### src/rtl/smachine_pkg.sv
// Shared definitions for the instruction sequencer: FSM state encoding,
// default halt opcode and default execution timeout.
package smachine_pkg;

    localparam logic [2:0] ST_IDLE  = 3'd0;
    localparam logic [2:0] ST_FETCH = 3'd1;
    localparam logic [2:0] ST_ISSUE = 3'd2;
    localparam logic [2:0] ST_EXEC  = 3'd3;
    localparam logic [2:0] ST_HALT  = 3'd4;
    localparam logic [2:0] ST_FAULT = 3'd5;

    localparam logic [3:0] HALT_OP_DEFAULT      = 4'b1111;
    localparam int         EXEC_TIMEOUT_DEFAULT = 16;

    // True when an instruction's opcode field selects the halt operation.
    function automatic logic is_halt_op(input logic [3:0] opcode, input logic [3:0] halt_op);
        return (opcode == halt_op);
    endfunction

endpackage

### src/rtl/mem_port_mux.sv
// Arbitration of the single shared memory port between instruction fetch
// and the execution unit's data accesses.
module mem_port_mux (
    input  logic        sel,
    input  logic        fetch_req,
    input  logic [7:0]  fetch_addr,
    input  logic        exec_req,
    input  logic        exec_we,
    input  logic [7:0]  exec_addr,
    input  logic [15:0] exec_wdata,
    input  logic [15:0] mem_rdata,
    input  logic        mem_ack,
    output logic        mem_req,
    output logic        mem_we,
    output logic [7:0]  mem_addr,
    output logic [15:0] mem_wdata,
    output logic [15:0] exec_rdata,
    output logic        exec_ack
);

    // Route the port to the execution unit while executing, otherwise to fetch.
    always_comb begin
        mem_req    = 1'b0;
        mem_we     = 1'b0;
        mem_addr   = 8'h00;
        mem_wdata  = 16'h0000;
        exec_rdata = 16'h0000;
        exec_ack   = 1'b0;
        if (sel) begin
            mem_req    = exec_req;
            mem_we     = exec_we;
            mem_addr   = exec_addr;
            mem_wdata  = exec_wdata;
            exec_rdata = mem_rdata;
            exec_ack   = mem_ack;
        end else if (fetch_req) begin
            mem_req    = 1'b1;
            mem_we     = 1'b0;
            mem_addr   = fetch_addr;
            mem_wdata  = 16'h0000;
        end else begin
            mem_req    = 1'b0;
            mem_we     = 1'b0;
            mem_addr   = 8'h00;
            mem_wdata  = 16'h0000;
        end
    end

endmodule

### src/rtl/inst_sequencer.sv
// Fetch/issue/execute sequencer: fetches 16-bit instructions from a shared
// memory port, hands them to an external execution unit and tracks retirement.
module inst_sequencer
    import smachine_pkg::*;
#(
    parameter int         EXEC_TIMEOUT = EXEC_TIMEOUT_DEFAULT,
    parameter logic [3:0] HALT_OP      = HALT_OP_DEFAULT
) (
    input  logic        clk,
    input  logic        rst_n,
    input  logic        run,
    input  logic        step,
    input  logic        pc_load,
    input  logic [7:0]  pc_load_val,
    output logic        mem_req,
    output logic        mem_we,
    output logic [7:0]  mem_addr,
    output logic [15:0] mem_wdata,
    input  logic [15:0] mem_rdata,
    input  logic        mem_ack,
    output logic [15:0] exec_inst,
    output logic        exec_start,
    input  logic        exec_done,
    input  logic        exec_mem_req,
    input  logic        exec_mem_we,
    input  logic [7:0]  exec_mem_addr,
    input  logic [15:0] exec_mem_wdata,
    output logic [15:0] exec_mem_rdata,
    output logic        exec_mem_ack,
    output logic [7:0]  pc,
    output logic        busy,
    output logic        halted,
    output logic        fault,
    output logic [15:0] inst_count
);

    localparam int TW = $clog2(EXEC_TIMEOUT + 1);

    logic [2:0]    state_r;
    logic [2:0]    state_nxt_s;
    logic [7:0]    pc_r;
    logic [15:0]   inst_r;
    logic          exec_start_r;
    logic          step_flag_r;
    logic [TW-1:0] tmo_r;
    logic [15:0]   inst_count_r;
    logic          busy_r;
    logic          halted_r;
    logic          fault_r;
    logic          fetch_done_s;
    logic          retire_s;
    logic          tmo_last_s;
    logic          pc_load_ok_s;

    assign fetch_done_s = (state_r == ST_FETCH) && mem_ack;
    assign retire_s     = (state_r == ST_EXEC) && exec_done;
    assign tmo_last_s   = (tmo_r == TW'(EXEC_TIMEOUT - 1));
    assign pc_load_ok_s = pc_load && ((state_r == ST_IDLE) || (state_r == ST_HALT) ||
                                      (state_r == ST_FAULT));

    // Next-state decode; exec_done wins over a timeout landing on the same cycle.
    always_comb begin
        state_nxt_s = state_r;
        case (state_r)
            ST_IDLE: begin
                if (pc_load)
                    state_nxt_s = ST_IDLE;
                else if (run || step)
                    state_nxt_s = ST_FETCH;
                else
                    state_nxt_s = ST_IDLE;
            end
            ST_FETCH: begin
                if (mem_ack)
                    state_nxt_s = ST_ISSUE;
                else
                    state_nxt_s = ST_FETCH;
            end
            ST_ISSUE: begin
                if (is_halt_op(inst_r[15:12], HALT_OP))
                    state_nxt_s = ST_HALT;
                else
                    state_nxt_s = ST_EXEC;
            end
            ST_EXEC: begin
                if (exec_done)
                    state_nxt_s = (run && !step_flag_r) ? ST_FETCH : ST_IDLE;
                else if (tmo_last_s)
                    state_nxt_s = ST_FAULT;
                else
                    state_nxt_s = ST_EXEC;
            end
            ST_HALT, ST_FAULT: begin
                if (pc_load)
                    state_nxt_s = ST_IDLE;
                else
                    state_nxt_s = state_r;
            end
            default: state_nxt_s = ST_IDLE;
        endcase
    end

    // State register and registered status flags.
    always_ff @(posedge clk or negedge rst_n) begin
        if (!rst_n) begin
            state_r  <= ST_IDLE;
            busy_r   <= 1'b0;
            halted_r <= 1'b0;
            fault_r  <= 1'b0;
        end else begin
            state_r  <= state_nxt_s;
            busy_r   <= (state_nxt_s == ST_FETCH) || (state_nxt_s == ST_ISSUE) ||
                        (state_nxt_s == ST_EXEC);
            halted_r <= (state_nxt_s == ST_HALT);
            fault_r  <= (state_nxt_s == ST_FAULT);
        end
    end

    // Program counter: external load when stopped, increment on each completed fetch.
    always_ff @(posedge clk or negedge rst_n) begin
        if (!rst_n) begin
            pc_r <= 8'h00;
        end else if (pc_load_ok_s) begin
            pc_r <= pc_load_val;
        end else if (fetch_done_s) begin
            pc_r <= pc_r + 8'd1;
        end else begin
            pc_r <= pc_r;
        end
    end

    // Instruction capture; exec_start is high exactly for the ISSUE cycle of a non-halt word.
    always_ff @(posedge clk or negedge rst_n) begin
        if (!rst_n) begin
            inst_r       <= 16'h0000;
            exec_start_r <= 1'b0;
        end else if (fetch_done_s) begin
            inst_r       <= mem_rdata;
            exec_start_r <= !is_halt_op(mem_rdata[15:12], HALT_OP);
        end else begin
            inst_r       <= inst_r;
            exec_start_r <= 1'b0;
        end
    end

    // Single-shot step flag: armed when leaving IDLE, cleared whenever the run stops.
    always_ff @(posedge clk or negedge rst_n) begin
        if (!rst_n) begin
            step_flag_r <= 1'b0;
        end else if ((state_r == ST_IDLE) && (state_nxt_s == ST_FETCH)) begin
            step_flag_r <= step;
        end else if ((state_nxt_s == ST_IDLE) || (state_nxt_s == ST_HALT) ||
                     (state_nxt_s == ST_FAULT)) begin
            step_flag_r <= 1'b0;
        end else begin
            step_flag_r <= step_flag_r;
        end
    end

    // Execution watchdog; held at zero outside EXEC so every entry starts fresh.
    always_ff @(posedge clk or negedge rst_n) begin
        if (!rst_n) begin
            tmo_r <= '0;
        end else if (state_r == ST_EXEC) begin
            tmo_r <= tmo_r + TW'(1);
        end else begin
            tmo_r <= '0;
        end
    end

    // Retired-instruction counter, wrapping at 16 bits.
    always_ff @(posedge clk or negedge rst_n) begin
        if (!rst_n) begin
            inst_count_r <= 16'h0000;
        end else if (retire_s) begin
            inst_count_r <= inst_count_r + 16'd1;
        end else begin
            inst_count_r <= inst_count_r;
        end
    end

    mem_port_mux u_mux (
        .sel        (state_r == ST_EXEC),
        .fetch_req  (state_r == ST_FETCH),
        .fetch_addr (pc_r),
        .exec_req   (exec_mem_req),
        .exec_we    (exec_mem_we),
        .exec_addr  (exec_mem_addr),
        .exec_wdata (exec_mem_wdata),
        .mem_rdata  (mem_rdata),
        .mem_ack    (mem_ack),
        .mem_req    (mem_req),
        .mem_we     (mem_we),
        .mem_addr   (mem_addr),
        .mem_wdata  (mem_wdata),
        .exec_rdata (exec_mem_rdata),
        .exec_ack   (exec_mem_ack)
    );

    assign pc         = pc_r;
    assign exec_inst  = inst_r;
    assign exec_start = exec_start_r;
    assign inst_count = inst_count_r;
    assign busy       = busy_r;
    assign halted     = halted_r;
    assign fault      = fault_r;

endmodule
### config.mk
export PLATFORM = sky130hd
export DESIGN_NAME = inst_sequencer
export DESIGN_NICKNAME = d
export VERILOG_FILES = /design/src/rtl/smachine_pkg.sv /design/src/rtl/mem_port_mux.sv /design/src/rtl/inst_sequencer.sv
export SDC_FILE = /design/constraint.sdc
export NUM_CORES = 1
export LEC_CHECK = 0
export ABC_AREA = 1
export BUFFER_PORTS_ARGS = -buffer_cell sky130_fd_sc_hd__buf_2
export CAP_MARGIN = 15
export CORE_UTILIZATION = 41
export CTS_BUF_LIST = sky130_fd_sc_hd__clkbuf_8
export CTS_CLUSTER_DIAMETER = 50
export DETAILED_ROUTE_END_ITERATION = 16
export PLACE_DENSITY_LB_ADDON = 0.05
export SLEW_MARGIN = 5
export SYNTH_ARGS = -nofsm -noshare
export SYNTH_HDL_FRONTEND = slang
export SYNTH_SLANG_ARGS = --single-unit
### constraint.sdc
create_clock -name clk -period 1.87 [get_ports clk]
set_clock_uncertainty 0.2 [all_clocks]
set_input_delay 0.187 -clock clk [delete_from_list [all_inputs] [get_ports clk]]
set_output_delay 0.187 -clock clk [all_outputs]
set_load 0.02 [all_outputs]
==> results.json <==
{
  "netlist_instances": 385,
  "p_clk_share_pct": 10.9,
  "drtIter0Drc": 99,
  "p_leak_nw": 2.50,
  "numPortBuffers": 143,
  "yosys-top-cells-area": "dfrtp_1 46%, nand2_1 11%, inv_1 10%",
  "stdcell_count": 652,
  "routed_via_density": 4.59,
  "synthTopCellsByCount": "82 x nand2_1, 76 x inv_1, 63 x nor2_1",
  "min_period_over_period_pct": 100,
  "synth_fp_nets": 446,
  "fin_tns_setup_ns": -0.000895,
  "rsz0062_at_grt": "yes",
  "initial_core_util_pct": 42.3,
  "cts.sinks": 53,
  "synth.top_cell.area_share_pct": 46.5,
  "grt_max_degree": 54,
  "outcome": "finished, violations left",
  "rows": 30,
  "antenna_found_initial": 0,
  "first_global_vias": 2838,
  "vias": 2991,
  "fin_ws_ns": -0.000895,
  "die_h_um": 85.5,
  "relSlewSlack_pct": 78.7,
  "path_clk_slew_ns": 0.10,
  "core_um2": 6760,
  "synth_area_um2": 2860,
  "hold_violations": 0,
  "setup.worst_path.class": "reg2out",
  "fin_nets": 632,
  "cts_buffers": 5,
  "combPwrFrac_pct": 58.1,
  "p_sw_mw": 2.75,
  "ys_ff_latch": 53,
  "wire_per_inst_um": 11.9,
  "track_usage_pct": 20.3,
  "placedCellCount": 605,
  "synth.yosys.seq_area_share_pct": 46.5,
  "cp-end-kind": "primary output",
  "worstHoldPathType": "in2reg",
  "dp_hpwl_um": 5210,
  "gp_congestion": 0.802,
  "drtAntennaViolNets": 0,
  "violations": "negative setup slack",
  "cts_tree": "yes",
  "start_kind": "flop",
  "clockRootBuffer": "clkbuf_8",
  "first_pass_iters": 4,
  "overflow": 0,
  "yosysWarnings": 0,
  "p_sw_share_pct": 47.2,
  "cp_max_fo": 17,
  "grt_pass1_wl_um": 12000,
  "period_minus_slack_ns": 1.87,
  "power.internal_mw": 3.08,
  "ir_drop_v": 0.000667,
  "clock.fmax_mhz": 535,
  "drc": 0,
  "clk_latency_ns": 0.30,
  "yosysMostFrequentCell": "nand2_1",
  "diodes": 0,
  "p_seq_share_pct": 30.9,
  "tightest_slew_ns": 0.320,
  "p_per_area_nw_per_um2": 1320,
  "routed_wl_um": 7740,
  "setup_viol_count_final": 1,
  "maxCapViolCount": 0,
  "cts_max_level": 2,
  "ys_async_sr_fraction_pct": 100,
  "synth.distinct_cells": 26,
  "synth_area_per_cell_um2": 7.42,
  "die-area_um2": 7300,
  "cp.arrival_ns": 1.48,
  "slew_viol_final": 0,
  "synth_ff_type": "dfrtp_1",
  "drive_above_1_share_pct": 37.9,
  "yosysTopAreaCell": "dfrtp_1",
  "required_ns": 1.48,
  "synth-edff-count": 0,
  "io_pins": 144,
  "die_w_um": 85.5,
  "syn_to_final_growth_pct": 54.9,
  "cts_buffer_depth": 2
}
area by class of cell:
cell class                      instances  area, um2
Timing Repair Buffer                  188       1310
Inverter                               77        292
Clock buffer                            5       68.8
Sequential cell                        53       1330
Fill cell                             586       2330
Tap cell                               80        100
Clock inverter                          3       18.8
Multi-Input combinational cell        246       1310
metrics by stage:
step / worst slack [ns] / util (%) / hold slack [ns] / total power, mW / cell area [um2]
after global routing: -0.0850 / 65.5 / 0.0601 / 6.28 / 4420
after detailed placement: 0.0242 / 54.6 / 0.00170 / 4.62 / 3690
after global placement: 0.0417 / 54.6 / 0.00218 / 4.57 / 3690
after floorplan: 0.120 / - / -0.309 / 3.65 / 2860
final: -0.000895 / 65.5 / 0.0546 / 5.84 / 4420
after CTS: 0.0147 / 61.1 / 0.0288 / 5.48 / 4130
kinds of logic (layout without fill, tap and decap cells):
family / count (synthesis) / count (layout) / share of synthesized area, %
buf+inv: 86 / 273 / 11.6
xor+xnor: 11 / 11 / 3.37
fa+ha+maj: 4 / 4 / 1.75
compound gates: 47 / 47 / 8.81
simple gates: 184 / 184 / 28.0
flops: 53 / 53 / 46.5
layer usage:
metal | global-route usage (%) | share of wire, %
met2 | 36.7 | 47
met3 | 4.67 | 6.0
met5 | 0 | 0
met4 | 3.64 | 0.74
met1 | 25.0 | 47
flip-flops by register name, indices dropped and copies added (netlist names):
name         count
tmo_r            5
inst_count      16
halted           1
exec_inst       16
pc               8
exec_start       1
step_flag_r      1
busy             1
state_r          3
fault            1
repair_timing:
action	in CTS	in global routing
pin swaps	2	3
gates resized for setup	23	74
buffers inserted	5	7
gates cloned	0	1
endpoints found under the hold margin	79	0
hold buffers	26	0
endpoints found under the setup margin	42	53
placed cells by master (no fill, tap or decap), types with 4 or more instances in the layout:
cell type / Yosys / layout
xnor2_1: 6 / 6
nor2_1: 63 / 38
dfrtp_1: 53 / 51
nand3_1: 19 / 18
o211ai_1: 5 / 5
xor2_1: 5 / 5
clkbuf_8: 0 / 5
nand2_2: 3 / 5
nor2_4: 4 / 10
nand4_1: 5 / 5
buf_4: 1 / 41
o21ai_0: 31 / 29
buf_2: 3 / 105
nand2_1: 82 / 80
a21oi_1: 8 / 7
o21ai_1: 2 / 4
inv_1: 76 / 75
dlygate4sd3_1: 0 / 26
ha_1: 4 / 4
buf_6: 0 / 13
nor2_2: 3 / 22
worst max-delay path, stage by stage (launching register included):
cell       delay (ns)
dfrtp_2          0.42
nand2_2          0.08
nor2_4           0.17
inv_4            0.07
clkbuf_16        0.18
nor2_1           0.12
buf_4            0.15
worst paths after layout:
| kind | start | to | slack [ns] | cells after the start |
|---|---|---|---|---|
| hold reg to reg | exec_inst[6] | exec_inst[6] | 0.29 | 2 |
| hold / removal | exec_done | inst_count[0] | 0.05 | 3 |
| min in group asynchronous | rst_n | pc[4] | 0.18 | 3 |
| setup / recovery | state_r[1] | mem_wdata[6] | -0.0009 | 6 |
| max in group asynchronous | rst_n | state_r[2] | 1.01 | 3 |
| setup reg to reg | state_r[1] | inst_count[15] | 0.08 | 10 |
power groups by stage:
stage | Sequential (mW) | Combinational (mW) | Clock [mW]
final | 1.81 | 3.39 | 0.639
after global routing | 1.86 | 3.71 | 0.702
after CTS | 1.82 | 2.99 | 0.667
after detailed placement | 1.84 | 2.78 | 0
after global placement | 1.83 | 2.73 | 0
after floorplan | 2.19 | 1.46 | 0
Note: power is estimated with default switching activity, not from simulation.
